<file path="config.mk">
export PLATFORM = sky130hd
export DESIGN_NAME = pll_reset_ctrl
export DESIGN_NICKNAME = d
export VERILOG_FILES = /design/src/rtl/pll_reset_ctrl.sv
export SDC_FILE = /design/constraint.sdc
export NUM_CORES = 1
export LEC_CHECK = 0
export CAP_MARGIN = 30
export CORE_MARGIN = 2
export CORE_UTILIZATION = 57
export CTS_BUF_LIST = sky130_fd_sc_hd__clkbuf_8
export DETAILED_ROUTE_END_ITERATION = 6
export GPL_ROUTABILITY_DRIVEN = 0
export PLACE_DENSITY_LB_ADDON = 0.08
export SLEW_MARGIN = 20
export SYNTH_ARGS = -nofsm -noshare
export SYNTH_HDL_FRONTEND = slang
export SYNTH_SLANG_ARGS = --single-unit
export TNS_END_PERCENT = 20
</file>
<file path="constraint.sdc">
create_clock -name clki -period 2.35 [get_ports clki]
set_clock_uncertainty 0.1 [all_clocks]
set_input_delay 0.235 -clock clki [delete_from_list [all_inputs] [get_ports clki]]
set_output_delay 0.235 -clock clki [all_outputs]
set_load 0.05 [all_outputs]
</file>
<file path="src/rtl/pll_reset_ctrl.sv">
// PLL lock sequencer: pulses PLL reset, qualifies lock, gates system reset, retries on timeout.
module pll_reset_ctrl #(
  parameter int unsigned RST_CYCLES    = 16,
  parameter int unsigned LOCK_TIMEOUT  = 65536,
  parameter int unsigned STABLE_CYCLES = 1024,
  parameter int unsigned MAX_RETRIES   = 4,
  parameter int unsigned CNT_W         = 8
) (
  input  logic             clki,
  input  logic             rst_n,
  input  logic             restart,
  input  logic             pll_locked,
  output logic             pll_rst,
  output logic             sys_rst_n,
  output logic             ready,
  output logic             fail,
  output logic [2:0]       state,
  output logic [CNT_W-1:0] loss_count
);

  localparam int unsigned T_MAX_A = (RST_CYCLES > STABLE_CYCLES) ? RST_CYCLES : STABLE_CYCLES;
  localparam int unsigned T_MAX   = (LOCK_TIMEOUT > T_MAX_A) ? LOCK_TIMEOUT : T_MAX_A;
  localparam int unsigned TW      = (T_MAX > 1) ? $clog2(T_MAX) : 1;
  localparam int unsigned RW      = $clog2(MAX_RETRIES + 1);

  typedef enum logic [2:0] {
    ST_RESET_PLL = 3'd0,
    ST_WAIT_LOCK = 3'd1,
    ST_STABLE    = 3'd2,
    ST_RUN       = 3'd3,
    ST_FAIL      = 3'd4
  } state_e;

  state_e           state_q, state_d;
  logic [TW-1:0]    timer_q, timer_d;
  logic [RW-1:0]    retries_q, retries_d;
  logic [CNT_W-1:0] loss_d;
  logic             lock_meta, lock_s;
  logic             pll_rst_d, sys_rst_n_d, ready_d, fail_d;
  logic             counting;

  assign state = 3'(state_q);

  // Two-flop synchronizer for the asynchronous PLL lock output
  always_ff @(posedge clki) begin
    if (!rst_n) begin
      lock_meta <= 1'b0;
      lock_s    <= 1'b0;
    end else begin
      lock_meta <= pll_locked;
      lock_s    <= lock_meta;
    end
  end

  // State, counters and registered output decodes
  always_ff @(posedge clki) begin
    if (!rst_n) begin
      state_q    <= ST_RESET_PLL;
      timer_q    <= '0;
      retries_q  <= '0;
      loss_count <= '0;
      pll_rst    <= 1'b1;
      sys_rst_n  <= 1'b0;
      ready      <= 1'b0;
      fail       <= 1'b0;
    end else begin
      state_q    <= state_d;
      timer_q    <= timer_d;
      retries_q  <= retries_d;
      loss_count <= loss_d;
      pll_rst    <= pll_rst_d;
      sys_rst_n  <= sys_rst_n_d;
      ready      <= ready_d;
      fail       <= fail_d;
    end
  end

  // Next-state, counter updates and output decode of the next state
  always_comb begin
    state_d   = state_q;
    retries_d = retries_q;
    loss_d    = loss_count;

    unique case (state_q)
      ST_RESET_PLL: begin
        if (timer_q == TW'(RST_CYCLES - 1)) state_d = ST_WAIT_LOCK;
      end
      ST_WAIT_LOCK: begin
        if (lock_s) begin
          state_d = ST_STABLE;
        end else if (timer_q == TW'(LOCK_TIMEOUT - 1)) begin
          retries_d = retries_q + RW'(1);
          if (retries_q == RW'(MAX_RETRIES - 1)) state_d = ST_FAIL;
          else                                   state_d = ST_RESET_PLL;
        end
      end
      ST_STABLE: begin
        if (!lock_s) begin
          state_d = ST_WAIT_LOCK;
        end else if (timer_q == TW'(STABLE_CYCLES - 1)) begin
          state_d   = ST_RUN;
          retries_d = '0;
        end
      end
      ST_RUN: begin
        if (!lock_s) begin
          state_d = ST_RESET_PLL;
          if (loss_count != {CNT_W{1'b1}}) loss_d = loss_count + CNT_W'(1);
        end
      end
      ST_FAIL: begin
        state_d = ST_FAIL;
      end
      default: begin
        state_d = ST_RESET_PLL;
      end
    endcase

    // Restart overrides any transition above; loss counting in RUN is kept
    if (restart) begin
      state_d   = ST_RESET_PLL;
      retries_d = '0;
    end

    // Timer runs only in timed states and clears on every state entry
    counting = (state_q == ST_RESET_PLL) || (state_q == ST_WAIT_LOCK) || (state_q == ST_STABLE);
    if (restart || (state_d != state_q) || !counting) timer_d = '0;
    else                                              timer_d = timer_q + TW'(1);

    pll_rst_d   = (state_d == ST_RESET_PLL);
    sys_rst_n_d = (state_d == ST_RUN);
    ready_d     = (state_d == ST_RUN);
    fail_d      = (state_d == ST_FAIL);
  end

endmodule

</file>
Word level (Yosys, flattened, before mapping)
Cells that the tools add are included.

word-level totals
  bits in registers = 35
  input port bits = 4
  output and inout port bits = 15
  logic and storage cells = 56

cells by class
  add/sub/neg operators = 3
  eq/ne operators = 16
  mux-type cells = 14
  bitwise gates (word level) = 2
  reductions and logical operators = 12

operators with widths
  cell                   number
  $mux 3                 12
  $add 16x1->16 const B  1
  $eq 16x10->1 const B   1
  $eq 16x16->1 const B   1
  $eq 16x4->1 const B    1
  $pmux 3 s5             1
  $eq 3x2->1 const B     4
  $add 8x1->8 const B    1
  $ne 2x2->1 const B     4
  $ne 8x8->1 const B     1
  $eq 3x3->1 const B     2
  $logic_not 3->1        2
  $pmux 3 s2             1
  $reduce_and 5->1       1
  $logic_or 1x1->1       4
  $reduce_or 2->1        2
  $add 3x1->3 const B    1
  $eq 3x1->1 const B     1
  $ne 3x3->1             1
  $reduce_and 3->1       1
  $not 1->1              2
  $reduce_bool 2->1      1
  $logic_not 1->1        1

Depth between registers and ports, before layout
Gate-level depths: netlist (run 1).

  depth in word-level cells = 10
  gate-level depth with buffers = 8
  mapped depth without buffers = 6

Worst setup path before layout (run 1)
OpenSTA, ideal clock, no wires.

  path kind = register -> register
  from = reg state_q[0] (netlist: state[0])
  to = reg retries_q[2]
  library setup time = 0.067 ns
  arrival = 2.422 ns
  data required time = 2.183 ns
  slack = -0.239 ns
  stages on the path, launching flop included = 7
  buffers on the path = 1
  period minus slack after synthesis = 2.589 ns
  path through = dfxtp_1 > buf_4 > or3b_1 > or4_1 > a211o_1 > or3b_1 > a21oi_2

between the ends
  word-level cells in the longest chain between the ends = 3
  elaborated cells on any way between the ends = 9
  classes of those cells = eq/ne: 6; mux: 1; reduce/logical: 2

RTL lines
  item                                                       RTL line  text
  start: declaration                                         34        state_e state_q, state_d;
  start signal: assignment                                   67        state_q <= state_d;
  $eq 3x2->1 or $eq 3x1->1 (tied branches)                   84        unique case (state_q)
  $ne 2x2->1 (no line) or $reduce_bool 2->1 (tied branches)  n/a
  $reduce_and 5->1 (no line)                                 n/a
  end signal: assignment                                     69        retries_q <= retries_d;
  end: declaration                                           36        logic [RW-1:0] retries_q, retries_d;

Parallel ways exist; a longest one is shown, timed or not.
A chain may end at the register's enable or synchronous reset.

Final worst setup path (run 1)
Same ends and word-level chain as after synthesis.

==> impl_summary.md, run 1 <==
Die
The core outline area is 0.00278 sq mm. The die covers 0.00342 sq mm. The vertical die dimension is slightly below 60 um. The initial utilization of the core area, before any placement, comes to 0.608. Row generation in the floorplan step produced 19 rows. The die is approximately 58 um wide. The top-level I/O count is 19.

STA
Static timing analysis puts the maximum clock frequency at between 400 and 500 MHz. The count of final max-slew check failures came to 0. The final cycle utilization of the critical path is 0.950. The transition time at the pin with the least slew margin is around 0.49 ns. The tightest slew margin relative to the limit is 0.672. The number of failing setup endpoints in the final timing report is 0.

The worst path needs approximately 2.2 ns of the cycle, external delays included. Setup repair after global routing left no endpoint under its margin. The final total negative setup slack is 0 ns. The final number of hold-violating endpoints is 0.

Synth
The number of warnings issued by yosys is 0. After synthesis the cells add up to about 0.0017 sq mm. Of the post-synthesis cell area, the dominant cell type holds 0.414.

After synthesis, the share of cell area in mux cells is 0.00592. Ranked by total cell area, the synthesized netlist is headed by sky130_fd_sc_hd__dfxtp_1, sky130_fd_sc_hd__xnor2_1, sky130_fd_sc_hd__nor2_1, sky130_fd_sc_hd__nor3_1, sky130_fd_sc_hd__nand2_1. The number of instances in the synthesized netlist is 196. Counting every net in the synthesized netlist gives 204. The number of synthesized flops with an enable pin is 0.

For this run, the register share of the synthesized area comes to 0.414. The cell taking the most area after synthesis is sky130_fd_sc_hd__dfxtp_1. The adder and majority gate portion of the synthesized area is 0.0296.

By area, the combinational part of the netlist is dominated by simple AND/OR/NAND/NOR gates. The synthesized area per cell is 8.63 sq um. The post-synthesis simple-gate area fraction is 0.317.

The xor/xnor cell area share of the yosys netlist is 0.104. For this run, the leading register cell type out of synthesis is sky130_fd_sc_hd__dfxtp_1. The synthesized netlist contains 40 unique library cells. The async set-or-reset flop fraction in the synthesized netlist is 0. The synthesized-area fraction occupied by ao, oa, aoi and oai cells is 0.0917. The register bit total from synthesis is 35.

Worst setup path
The most used cell along the critical path is sky130_fd_sc_hd__or3b_1. The critical path startpoint is state[0]$_SDFF_PN0_. The sum of buffers and inverters on the critical path is 0.

The critical register-to-register path endpoint is retries_q[2]$_SDFFE_PP0P_. The worst register-to-register path begins at state[0]$_SDFF_PN0_. The worst setup path is of the flop to flop kind. The cell depth of the worst setup path is 5. At the worst endpoint, the required time is between 2 and 2.5 ns. The depth of the worst register-to-register path is 5. The data arrival time of the critical path is 2.36 ns. The critical-path cell with the highest stage delay is sky130_fd_sc_hd__dfxtp_4. The signal on the critical path passes through or3b_1, or4_1, a211o_1, or3b_1, a21oi_2. The critical path endpoint category is a flop. In this run the worst path has a maximum fanout of 11. Among cell families on the critical path, the largest total delay comes from simple AND/OR/NAND/NOR gates. The register-to-register setup slack is approximately 0.12 ns. The delay of the slowest cell on the worst path is 0.40 ns. STA classifies the critical path startpoint as a flop. The endpoint of the worst setup timing path is retries_q[2]$_SDFFE_PP0P_.

Clock network
The clock passes through at most 2 buffers. The number of clock sinks is 35. The count of buffers added by post-CTS timing repair for setup is 0. The clock root buffer is sky130_fd_sc_hd__clkbuf_8. Clock-pin slew was measured on the worst setup and hold paths at roughly 0.07 ns. The H-tree depth is 2.

The TritonCTS clock tree is done. Clock tree synthesis inserted a total of 5 buffers. The insertion delay to the later sink of the worst-skew pair is 0.29 ns.

Drt
In the routed design, unresolved DRC markers number 0. The total via count in the routed design is 1541. The detail route stage leaves a number of antenna-violating nets equal to 0. The wire length on met3 is between 200 and 250 um.

After detailed routing, the average wire length per cell comes to 14.4 um. The highest layer touched by signal routing is met4. The length of routed wiring on met1 is around 1700 um. The first-pass iteration count of the detailed router is 4. After detailed routing, the number of vias per cell comes to a little under 6. The total wirelength of the detailed-routed design is ~3700 um.

The met2 wire length is 1780 um. The detailed router's first-iteration violation count is 57.

GRT
The all-layer global routing usage is 0.247. The final global-route overflow total is 0. The via count of the first global-routing pass is roughly 1.5k. The maximum number of pins on one net before global-route repair is 15. The first global-routing pass estimated 6370 um of wire.

The number of antenna violations at the first check in global routing is 0.

Cells and area
The filler-free cell count of the finished design is 259. The finished cells cover 0.00206 sq mm. From synthesis to final layout, the design area changed by 22.0%. The ratio of cells with drive above 1 in the final layout is 0.114. 0 antenna diodes ended up in the layout. The final net count is roughly 240.

Placed design
The total of buffers placed on input and output ports is 18. The HPWL after detailed placement is roughly 2700 um. Once placement completed, the tool counted placed cells totaling between 200 and 300. The placed instances occupy a cell area of 0.00198 sq mm.

Power
For this design the static power due to leakage is slightly below 0.0007 uW. IR analysis of the VDD net gives a maximum drop of ~0.55 mV. The power density of the placed cells is 500 mW/mm^2.

Worst hold path
In this run the worst hold path is classified as flop to flop.

Flow run
The tool flagged a number of max-cap violations equal to 0.

Status
The flow ran to the end, and the final reports show no timing, DRC or antenna violations.
[worst register-to-register path: stages (launching register included)]
cell                      delay [ns]
sky130_fd_sc_hd__dfxtp_4        0.40
sky130_fd_sc_hd__or3b_1         0.38
sky130_fd_sc_hd__or4_1          0.40
sky130_fd_sc_hd__a211o_1        0.37
sky130_fd_sc_hd__or3b_1         0.39
sky130_fd_sc_hd__a21oi_2        0.14
[what timing repair did]
| item | CTS | global route |
|---|---|---|
| hold buffers | 0 | 0 |
| endpoints found under the setup margin | 0 | 10 |
| gates resized for setup | 0 | 1 |
[placed cells by master, fill, tap and decap left out, types with 3 or more instances in the layout]
master / instances
sky130_fd_sc_hd__a211o_1: 4
sky130_fd_sc_hd__a21oi_1: 3
sky130_fd_sc_hd__and2_1: 4
sky130_fd_sc_hd__and4_1: 3
sky130_fd_sc_hd__buf_4: 13
sky130_fd_sc_hd__clkbuf_8: 5
sky130_fd_sc_hd__clkdlybuf4s50_1: 18
sky130_fd_sc_hd__dfxtp_1: 34
sky130_fd_sc_hd__ha_1: 4
sky130_fd_sc_hd__inv_1: 9
sky130_fd_sc_hd__nand2_1: 14
sky130_fd_sc_hd__nand3_1: 10
sky130_fd_sc_hd__nand4_1: 6
sky130_fd_sc_hd__nor2_1: 26
sky130_fd_sc_hd__nor3_1: 15
sky130_fd_sc_hd__nor4_1: 4
sky130_fd_sc_hd__o21ai_0: 5
sky130_fd_sc_hd__or2_2: 3
sky130_fd_sc_hd__xnor2_1: 15
sky130_fd_sc_hd__xor2_1: 5
[metal layers]
metal / up-vias / GRT usage
li1: 761 / -
met1: 733 / 0.287
met2: 42 / 0.417
met3: 5 / 0.0835
met4: 0 / 0.0963
met5: - / 0
[worst min-delay path by stage]
stage,from,end,slack (ns),cells after the start
2_1_floorplan,rst_n,lock_meta$_SDFF_PN0_,0.26,1
3_3_place_gp,retries_q[2]$_SDFFE_PP0P_,retries_q[2]$_SDFFE_PP0P_,0.35,2
3_5_place_dp,lock_meta$_SDFF_PN0_,lock_s$_SDFF_PN0_,0.37,1
4_1_cts,retries_q[2]$_SDFFE_PP0P_,retries_q[2]$_SDFFE_PP0P_,0.38,2
5_1_grt,timer_q[0]$_SDFF_PP0_,timer_q[0]$_SDFF_PP0_,0.41,1
6_report,retries_q[2]$_SDFFE_PP0P_,retries_q[2]$_SDFFE_PP0P_,0.38,2
[metrics by stage]
stage                     hold WS [ns]   util  total power [uW]  setup slack [ns]
final                            0.384  0.742              1030             0.116
after floorplan                  0.257      -               629            0.0192
after CTS                        0.380  0.740              1040             0.113
after detailed placement         0.371  0.711               647             0.138
after global placement           0.348  0.711               645             0.177
after global routing             0.411  0.742              1070            0.0450
[logic make-up (layout without fill, tap and decap cells)]
logic type,Yosys count,in the layout
adder cells (fa/ha/maj),4,4
AND/OR/NAND/NOR,100,100
AO/OA/AOI/OAI,21,21
XOR/XNOR,20,20
flip-flops,35,35
multiplexers,1,1
buffers and inverters,15,47
[area by class of cell]
cell class / count / area (sq um)
multi-input combinational: 146 / 932
fill: 210 / 717
sequential: 35 / 704
timing repair buffer: 31 / 278
clock buffer: 5 / 68.8
tap: 31 / 38.8
inverter: 8 / 30.0
clock inverter: 3 / 12.5
[Yosys cell counts (all sizes together) (4+ instances only)]
master / instances
and2: 4
nor3: 15
a211o: 4
clkbuf: 4
xor2: 5
ha: 4
nand2: 14
dfxtp: 35
a21oi: 4
nor4: 5
xnor2: 15
nand3: 10
nor2: 26
inv: 7
o21ai: 5
nand4: 6
[flip-flops by register name, indices dropped and copies added, names as in the netlist]
| name | flops |
|---|---|
| timer_q | 16 |
| loss_count | 8 |
| retries_q | 3 |
| state | 3 |
| fail | 1 |
| lock_meta | 1 |
| lock_s | 1 |
| pll_rst | 1 |
| ready | 1 |
[report_power, final]
part           internal (uW)  switching (uW)
clock                    199             201
sequential               596            2.67
combinational           15.1            20.3
Note: power is estimated with default switching activity, not from simulation.
==> run 2, diff against run 1 <==
CORE_UTILIZATION = 45   (was 57)
TNS_END_PERCENT = 1   (was 20)
==> impl_summary.md, run 2 (synthesis gave the netlist of run 1 again) <==
Clock network
After clock tree synthesis, the clock-pin slew on the worst setup and hold paths is 0.08 ns. The H-tree depth is 2. The TritonCTS clock tree is done.

At the later pin of the worst-skew pair, clock insertion delay measures between 0.2 and 0.3 ns. The maximum count of clock buffers along a single path is 2. The number of buffers created by CTS is 5. After clock tree synthesis, the flow added hold-fix buffers numbering 0. The tree built by TritonCTS fans out to 35 sinks. Once the clock tree was built, the setup fixing pass inserted 0 buffers. CTS placed an instance of sky130_fd_sc_hd__clkbuf_8 at the clock tree root. Gates resized during post-CTS repair numbered 0.

Drt
After detailed routing, the number of remaining DRC violations is 0. The routed design has approximately 3700 um of wire. The total via count in the routed design is 1531. The count of nets left with antenna violations after detail routing is 0. Before antenna repair, the detailed router went through 4 iterations. The average detailed-routed wire length per instance is 13.3 um. In this run, the number of DRC markers left after iteration 0 of detailed routing was 80. Dividing the detail-routed via count by the number of cells gives about 5.6.

Cells and area
The most common cell after layout, fill and taps aside is sky130_fd_sc_hd__dfxtp_1. In the final layout, the registers with the most flip-flops are timer_q x16, loss_count x8. The multi-input combinational cells in the finished layout cover a total of 926 sq um. The final net count is about 230. In the layout the commonest cells are sky130_fd_sc_hd__dfxtp_1, sky130_fd_sc_hd__nor2_1, sky130_fd_sc_hd__clkdlybuf4s50_1, sky130_fd_sc_hd__nor3_1, sky130_fd_sc_hd__xnor2_1.

The number of antenna repair diodes is 0. Ranked by flip-flop count, first place goes to timer_q. The area of all sequential standard cells is 704 sq um. Once layout is complete, the cells apart from fillers number between 200 and 300. The register with the most flip-flops in the layout has 16 of them. The area growth from synthesis to layout is 23.1%.

Of the cells placed in the final design, the portion with a size suffix greater than 1 is 0.110. The filler cells instantiated in the layout total 337.

GRT
For this run, the total global-route usage over all layers was measured as 0.191. The maximum number of pins on one net before global-route repair is 15. The via count of the first global-routing pass is between 1k and 1.5k. The first-pass GRT wire length is between 6000 and 7000 um. The number of antenna violations at the first check in global routing is 0.

The final global-route overflow total is 0.

Status
The run finished with clean final reports.

STA
Counting I/O delays and the setup requirement, the final critical path takes around 2.2 ns. The final total negative setup slack is 0 ns. The count of final max-slew check failures is 0.

Setup violations remaining at the end of the flow were counted as 0. The final cycle utilization of the critical path is 0.950. Measured against its own limit, the worst slew margin works out to 0.656. The final number of hold-violating endpoints was 0. The maximum operating frequency is 448 MHz.

At the pin with the least slew margin, the transition time is 0.514 ns. Setup repair after global routing left no endpoint under its margin.

Placed design
The number of placed instances with taps included is between 200 and 300. The HPWL after detailed placement is roughly 2700 um. The total of buffers placed on input and output ports is 18.

Power
The power density of the placed cells is 517 mW/mm^2. Summed over all cells, the static leakage comes to 0.000681 uW. The peak supply drop is roughly 0.31 mV.

Worst setup path
Of all nets on the critical path, the largest fanout is 11. The most numerous cell type found on the critical path is sky130_fd_sc_hd__or3b_1. The critical path required time is about 2.5 ns.

For this design, the slowest cell found on the critical path is sky130_fd_sc_hd__or4_1. The kind of critical path is flop to flop. The startpoint kind of the worst setup timing path is a flop.

In this design, the stage delay of the slowest critical-path cell is ~0.41 ns. The worst setup path is captured at a flop. Data arrives at the worst endpoint at about 2.4 ns.

The signal on the critical path passes through or3b_1, or4_1, a211o_1, or3b_1, a21oi_2.

Worst hold path
The worst hold path belongs to the class flop to flop.

Die
The initial utilization of the core area, before any placement, comes to 0.466. After floorplanning, the core was divided into 22 placement rows. The floorplan step set the die height to 65.3 um. The total area inside the core boundary comes to roughly 0.0036 sq mm. During I/O placement, the number of pins put on the boundary was 19.

The die is around 65 um wide. The die covers around 0.0043 sq mm.

Flow run
Across the run, the number of max-cap violations was 0.
[run 2: metrics by stage]
step / hold slack (ns) / setup slack (ns) / util / power (uW) / instance area (sq um)
2_1_floorplan: 0.257 / 0.0192 / - / 629 / 1700
3_3_place_gp: 0.334 / 0.161 / 0.548 / 646 / 1990
3_5_place_dp: 0.323 / 0.138 / 0.548 / 647 / 1990
4_1_cts: 0.350 / 0.122 / 0.573 / 1080 / 2080
5_1_grt: 0.386 / 0.0317 / 0.573 / 1120 / 2080
6_report: 0.347 / 0.117 / 0.573 / 1080 / 2080
[run 2: critical path: cells and delay by family (launching register included)]
kind,cells,cell delay (ns)
simple gates,3,1.18
compound gates,2,0.50
flops,1,0.40
[run 2: power by group]
part / internal (uW) / switching, uW
Clock: 232 / 210
Sequential: 596 / 2.33
Combinational: 15.1 / 20.9
Total: 843 / 233
[run 2: worst paths after layout]
| check | start | end | slack (ns) | cells past startpoint |
|---|---|---|---|---|
| setup / recovery | state[0]$_SDFF_PN0_ | retries_q[2]$_SDFFE_PP0P_ | 0.12 | 5 |
| hold / removal | lock_meta$_SDFF_PN0_ | lock_s$_SDFF_PN0_ | 0.35 | 1 |
| hold reg to reg | lock_meta$_SDFF_PN0_ | lock_s$_SDFF_PN0_ | 0.35 | 1 |
| setup reg to reg | state[0]$_SDFF_PN0_ | retries_q[2]$_SDFFE_PP0P_ | 0.12 | 5 |
[run 2: area by class of cell]
type / instances / area share
multi-input cells: 146 / 0.445
flip-flops and latches: 35 / 0.338
repair buffers: 30 / 0.130
clock buffers: 6 / 0.0397
well taps: 48 / 0.0288
clock inverters: 2 / 0.00421
inverters: 8 / 0.0144
[run 2: per-layer routing]
metal  track usage  vias to the layer above  wire length, um  part of all wire
li1              -                      762                -                 -
met1         0.244                      704             1680              0.46
met2         0.301                       55             1710              0.47
met3        0.0479                       10              215             0.059
met4        0.0885                        0               64             0.017
met5             0                        -                0                 0
